==> src/rtl/multi_port_collector.sv <==
// multi_port_collector
// Reader-side endpoint for the multi-cycle VALID/CONSUMED port protocol.
// Collects one token per producer channel and holds it. When every channel
// holds a token and the normal-domain side is ready, it releases the whole
// bundle in a single-cycle step. A channel whose slot is being released can
// be refilled in that same cycle, so streaming runs at one step per cycle.
module multi_port_collector #(
  parameter int width  = 8,
  parameter int nports = 2
) (
  input  logic                      CLK,
  input  logic                      RST_N,
  input  logic [nports*width-1:0]   IN_DATA,
  input  logic [nports-1:0]         IN_VALID,
  output logic [nports-1:0]         IN_CONSUMED,
  input  logic                      STEP_EN,
  output logic                      OUT_READY,
  output logic                      OUT_FIRE,
  output logic [nports*width-1:0]   OUT_DATA,
  output logic [15:0]               STEP_COUNT
);

  logic [nports-1:0]       got_q;
  logic [nports-1:0]       got_d;
  logic [nports*width-1:0] hold_q;
  logic [nports*width-1:0] hold_d;
  logic [15:0]             stepCount_q;
  logic [15:0]             stepCount_d;

  logic                    bundleReady;
  logic                    stepFire;
  logic [nports-1:0]       accept;

  // Handshake decode: the bundle is complete when every slot is filled; a
  // step fires only out of reset with the downstream side ready; a channel
  // is accepted when its slot is empty or is being emptied by this step.
  always_comb begin
    bundleReady = &got_q;
    stepFire    = bundleReady & STEP_EN & RST_N;
    accept      = {nports{RST_N}} & IN_VALID & (~got_q | {nports{stepFire}});
  end

  // Next-state: accepted tokens load their slot, released slots without a
  // refill go empty, and every step bumps the wrapping step counter.
  always_comb begin
    got_d       = got_q;
    hold_d      = hold_q;
    stepCount_d = stepCount_q;
    for (int i = 0; i < nports; i++) begin
      if (accept[i]) begin
        hold_d[i*width +: width] = IN_DATA[i*width +: width];
        got_d[i]                 = 1'b1;
      end else if (stepFire) begin
        got_d[i] = 1'b0;
      end
    end
    if (stepFire) begin
      stepCount_d = stepCount_q + 16'd1;
    end
  end

  // State registers; reset discards any partially collected bundle.
  always_ff @(posedge CLK) begin
    if (!RST_N) begin
      got_q       <= '0;
      hold_q      <= '0;
      stepCount_q <= '0;
    end else begin
      got_q       <= got_d;
      hold_q      <= hold_d;
      stepCount_q <= stepCount_d;
    end
  end

  assign IN_CONSUMED = accept;
  assign OUT_READY   = bundleReady;
  assign OUT_FIRE    = stepFire;
  assign OUT_DATA    = hold_q;
  assign STEP_COUNT  = stepCount_q;

endmodule

==> config.mk <==
export PLATFORM = sky130hd
export DESIGN_NAME = multi_port_collector
export DESIGN_NICKNAME = d
export VERILOG_FILES = /design/src/rtl/multi_port_collector.sv
export SDC_FILE = /design/constraint.sdc
export NUM_CORES = 1
export LEC_CHECK = 0
export ABC_AREA = 1
export CAP_MARGIN = 5
export CORE_MARGIN = 3
export CORE_UTILIZATION = 46
export CTS_CLUSTER_SIZE = 20
export DETAILED_ROUTE_END_ITERATION = 12
export PLACE_DENSITY = 0.95
export SLEW_MARGIN = 20
export SYNTH_ARGS = -nofsm -noshare
export SYNTH_HDL_FRONTEND = slang
export SYNTH_SLANG_ARGS = --single-unit
==> constraint.sdc <==
create_clock -name CLK -period 2 [get_ports CLK]
set_clock_uncertainty 0.2 [all_clocks]
set_input_delay 0.3 -clock CLK [delete_from_list [all_inputs] [get_ports CLK]]
set_output_delay 0.3 -clock CLK [all_outputs]
set_load 0.05 [all_outputs]
==> qor.txt <==
Minimum clock period -> 1.92 ns
Syn Area/Cell -> 7.06 um^2
Cts bufs inserted -> 5
Slew Limit Fails -> 0
Core Area -> 2900 um^2
Setup crit start kind -> primary input
HP Class -> reg2reg
Critical path peak fanout -> 3
Initial Util -> 0.509
Synth Instances -> 209
Cell area after synthesis -> 1480 um^2
Final setup fails -> 0
Crit path launch -> RST_N
Worst EP required -> 1.50 ns
Full die area -> 3930 um^2
CTS tree -> built
Internal Pwr Total -> 943 uW
Site Rows -> 19
F_max -> 0.522 GHz
Final #Nets -> 297
Final std cells w/o fill -> 317
Sw power -> 407 uW
Hold buffers post-CTS -> 0
Asr flop ratio synth -> 0
Hpwl dp -> 2.78 mm
Reg2reg start -> STEP_COUNT[0]
Placed Cells -> 310
CP Class -> in2out
Vias in the first global route -> 1,425
Reg clk slew, reported paths -> 0.09 ns
GRT overflow -> 0
All-layer global routing usage -> 0.199
Logic pwr share -> 0.204
DRT Wirelength -> 3.68 mm
Die Y -> 62.7 um
Seq pwr share -> 0.533
CTS sink count -> 34
Status -> complete, no violations
Fin Setup TNS -> 0 ns
Antenna diodes -> 0
Max IR drop VDD -> 0.474 mV
Overall Power -> 1.35 mW
RePlAce Congestion -> 0.896
Switching power share of the total -> 0.302
Post-synth cell types -> 24
Pwr Density -> 629 nW/um^2
Filler instances -> 236
Antenna Nets Post-Route -> 0
Post-DR vias/cell -> 4.86
Post-CTS setup buffers -> 0
CTS max path bufs -> 2
Ports -> 57
Max-Cap Viols -> 0
Post-synth EDFFs -> 0
Root buf cell -> clkbuf_4
Leakage -> 1.09 nW
Worst-margin pin slew -> 0.502 ns
DR vias -> 1,541
Min-delay src -> OUT_DATA[14]
Initial antenna violation count -> 0
CP arrival -> 1.42 ns
YS warnings -> 0
Final hold violations -> 0
Synth Register Bits -> 34
P&R area growth vs syn -> 45.4%
RSZ-0062 raised after global routing -> false
Clock Latency Late Sink -> 0.34 ns
Seq/Total Area, Yosys -> 0.461
Largest net degree at the start of global routing -> 25
Endpoint class of the critical path -> output port
IO buf count -> 56
Router iterations before antenna repair -> 4
Residual DRC -> 0
First-pass GRT wire length -> 6.20 mm
H-tree depth -> 2
Final period util -> 0.958
Layout cells sized above 1 -> 0.182
Mapped Nets -> 231
Rel. slew slack -> 0.665
Die extent in x -> 62.7 um
Wire length per cell -> 11.6 um
Final core utilization -> 0.740
1st-iter DRT viols -> 93
Top FF cell, synth -> dfxtp_1
Clock power share -> 0.262
==> worst max-delay path, cell delays in order <==
cell	delay, ns
clkdlybuf4s50_1	0.49
nand2_2	0.07
nor2_4	0.09
inv_2	0.05
nand2_2	0.08
nand2_4	0.05
inv_2	0.05
nand2_1	0.05
inv_2	0.06
buf_12	0.13
==> routing by layer <==
layer | GRT usage | share of wire | vias to the layer above
li1 | - | - | 797
met1 | 0.227 | 0.42 | 680
met2 | 0.332 | 0.47 | 56
met3 | 0.0773 | 0.093 | 8
met4 | 0.0826 | 0.017 | 0
met5 | 0 | 0 | -
==> flip-flops by register name (all words and copies together) (netlist names) <==
register and cells:
STEP_COUNT 16, got_q 2, OUT_DATA 16
==> cells in the mapped netlist, types with 4 or more instances <==
| master | number | share of area |
|---|---|---|
| nor2_1 | 25 | 0.064 |
| inv_1 | 21 | 0.053 |
| nand3_1 | 17 | 0.058 |
| o21ai_0 | 6 | 0.020 |
| nand2_1 | 63 | 0.16 |
| a21oi_1 | 15 | 0.051 |
| nor3_1 | 4 | 0.014 |
| nand4_1 | 5 | 0.021 |
| dfxtp_1 | 34 | 0.46 |
==> through the flow <==
stage | hold slack, ns | area [um^2] | worst slack [ns]
after floorplan | 0.211 | 1480 | 0.167
after global placement | 0.249 | 2090 | 0.0253
after detailed placement | 0.254 | 2090 | 0.00796
after CTS | 0.268 | 2130 | 0.000992
after global routing | 0.299 | 2150 | 0.00995
final | 0.263 | 2150 | 0.0843
==> power by group through the flow <==
stage	registers [mW]	logic, mW	clock network, mW
6_report	0.720	0.276	0.354
5_1_grt	0.725	0.293	0.395
4_1_cts	0.720	0.275	0.367
3_5_place_dp	0.734	0.281	0
3_3_place_gp	0.734	0.275	0
2_1_floorplan	0.816	0.0748	0
==> path summary, 6_finish.rpt <==
path	to	slack [ns]	depth (start not counted)
worst min register to register	OUT_DATA[14]	0.26	2
worst min-delay path	OUT_DATA[14]	0.26	2
worst max register to register	STEP_COUNT[12]	0.41	7
worst max-delay path	IN_CONSUMED[0]	0.08	10
==> layout make-up <==
type                       instances  area (um^2)  share of cell area
tap                               42         52.6              0.0245
multi-input combinational        146          682               0.318
timing repair buffer              64          596               0.277
clock buffer                       7         45.0              0.0210
sequential                        34          682               0.318
inverter                          24         90.1              0.0420
==> logic make-up after synthesis <==
kind of cell | after synthesis | share of synthesized area
and+or+nand+nor | 121 | 0.363
DFF | 34 | 0.461
buffers and inverters | 29 | 0.0822
AOI/OAI and AO/OA | 23 | 0.0797
xor gates and xnor gates | 1 | 0.00593
adders and majority gates | 1 | 0.00847
==> cell usage in the layout (no fill, tap or decap), types with 5 or more instances in the layout <==
cell	synthesis	final
nand4_1	5	5
a21oi_1	15	15
clkbuf_4	0	5
inv_1	21	20
o21ai_0	6	6
clkdlybuf4s50_1	0	20
buf_4	1	31
nand2_1	63	62
nand3_1	17	17
dlygate4sd2_1	0	6
nor2_1	25	25
dfxtp_1	34	33
==> repair_timing <==
action / CTS / global route
gates resized for setup: 6 / 8
endpoints found under the setup margin: 6 / 5
pin swaps: 0 / 0
Power figures use the tool's default switching activity.
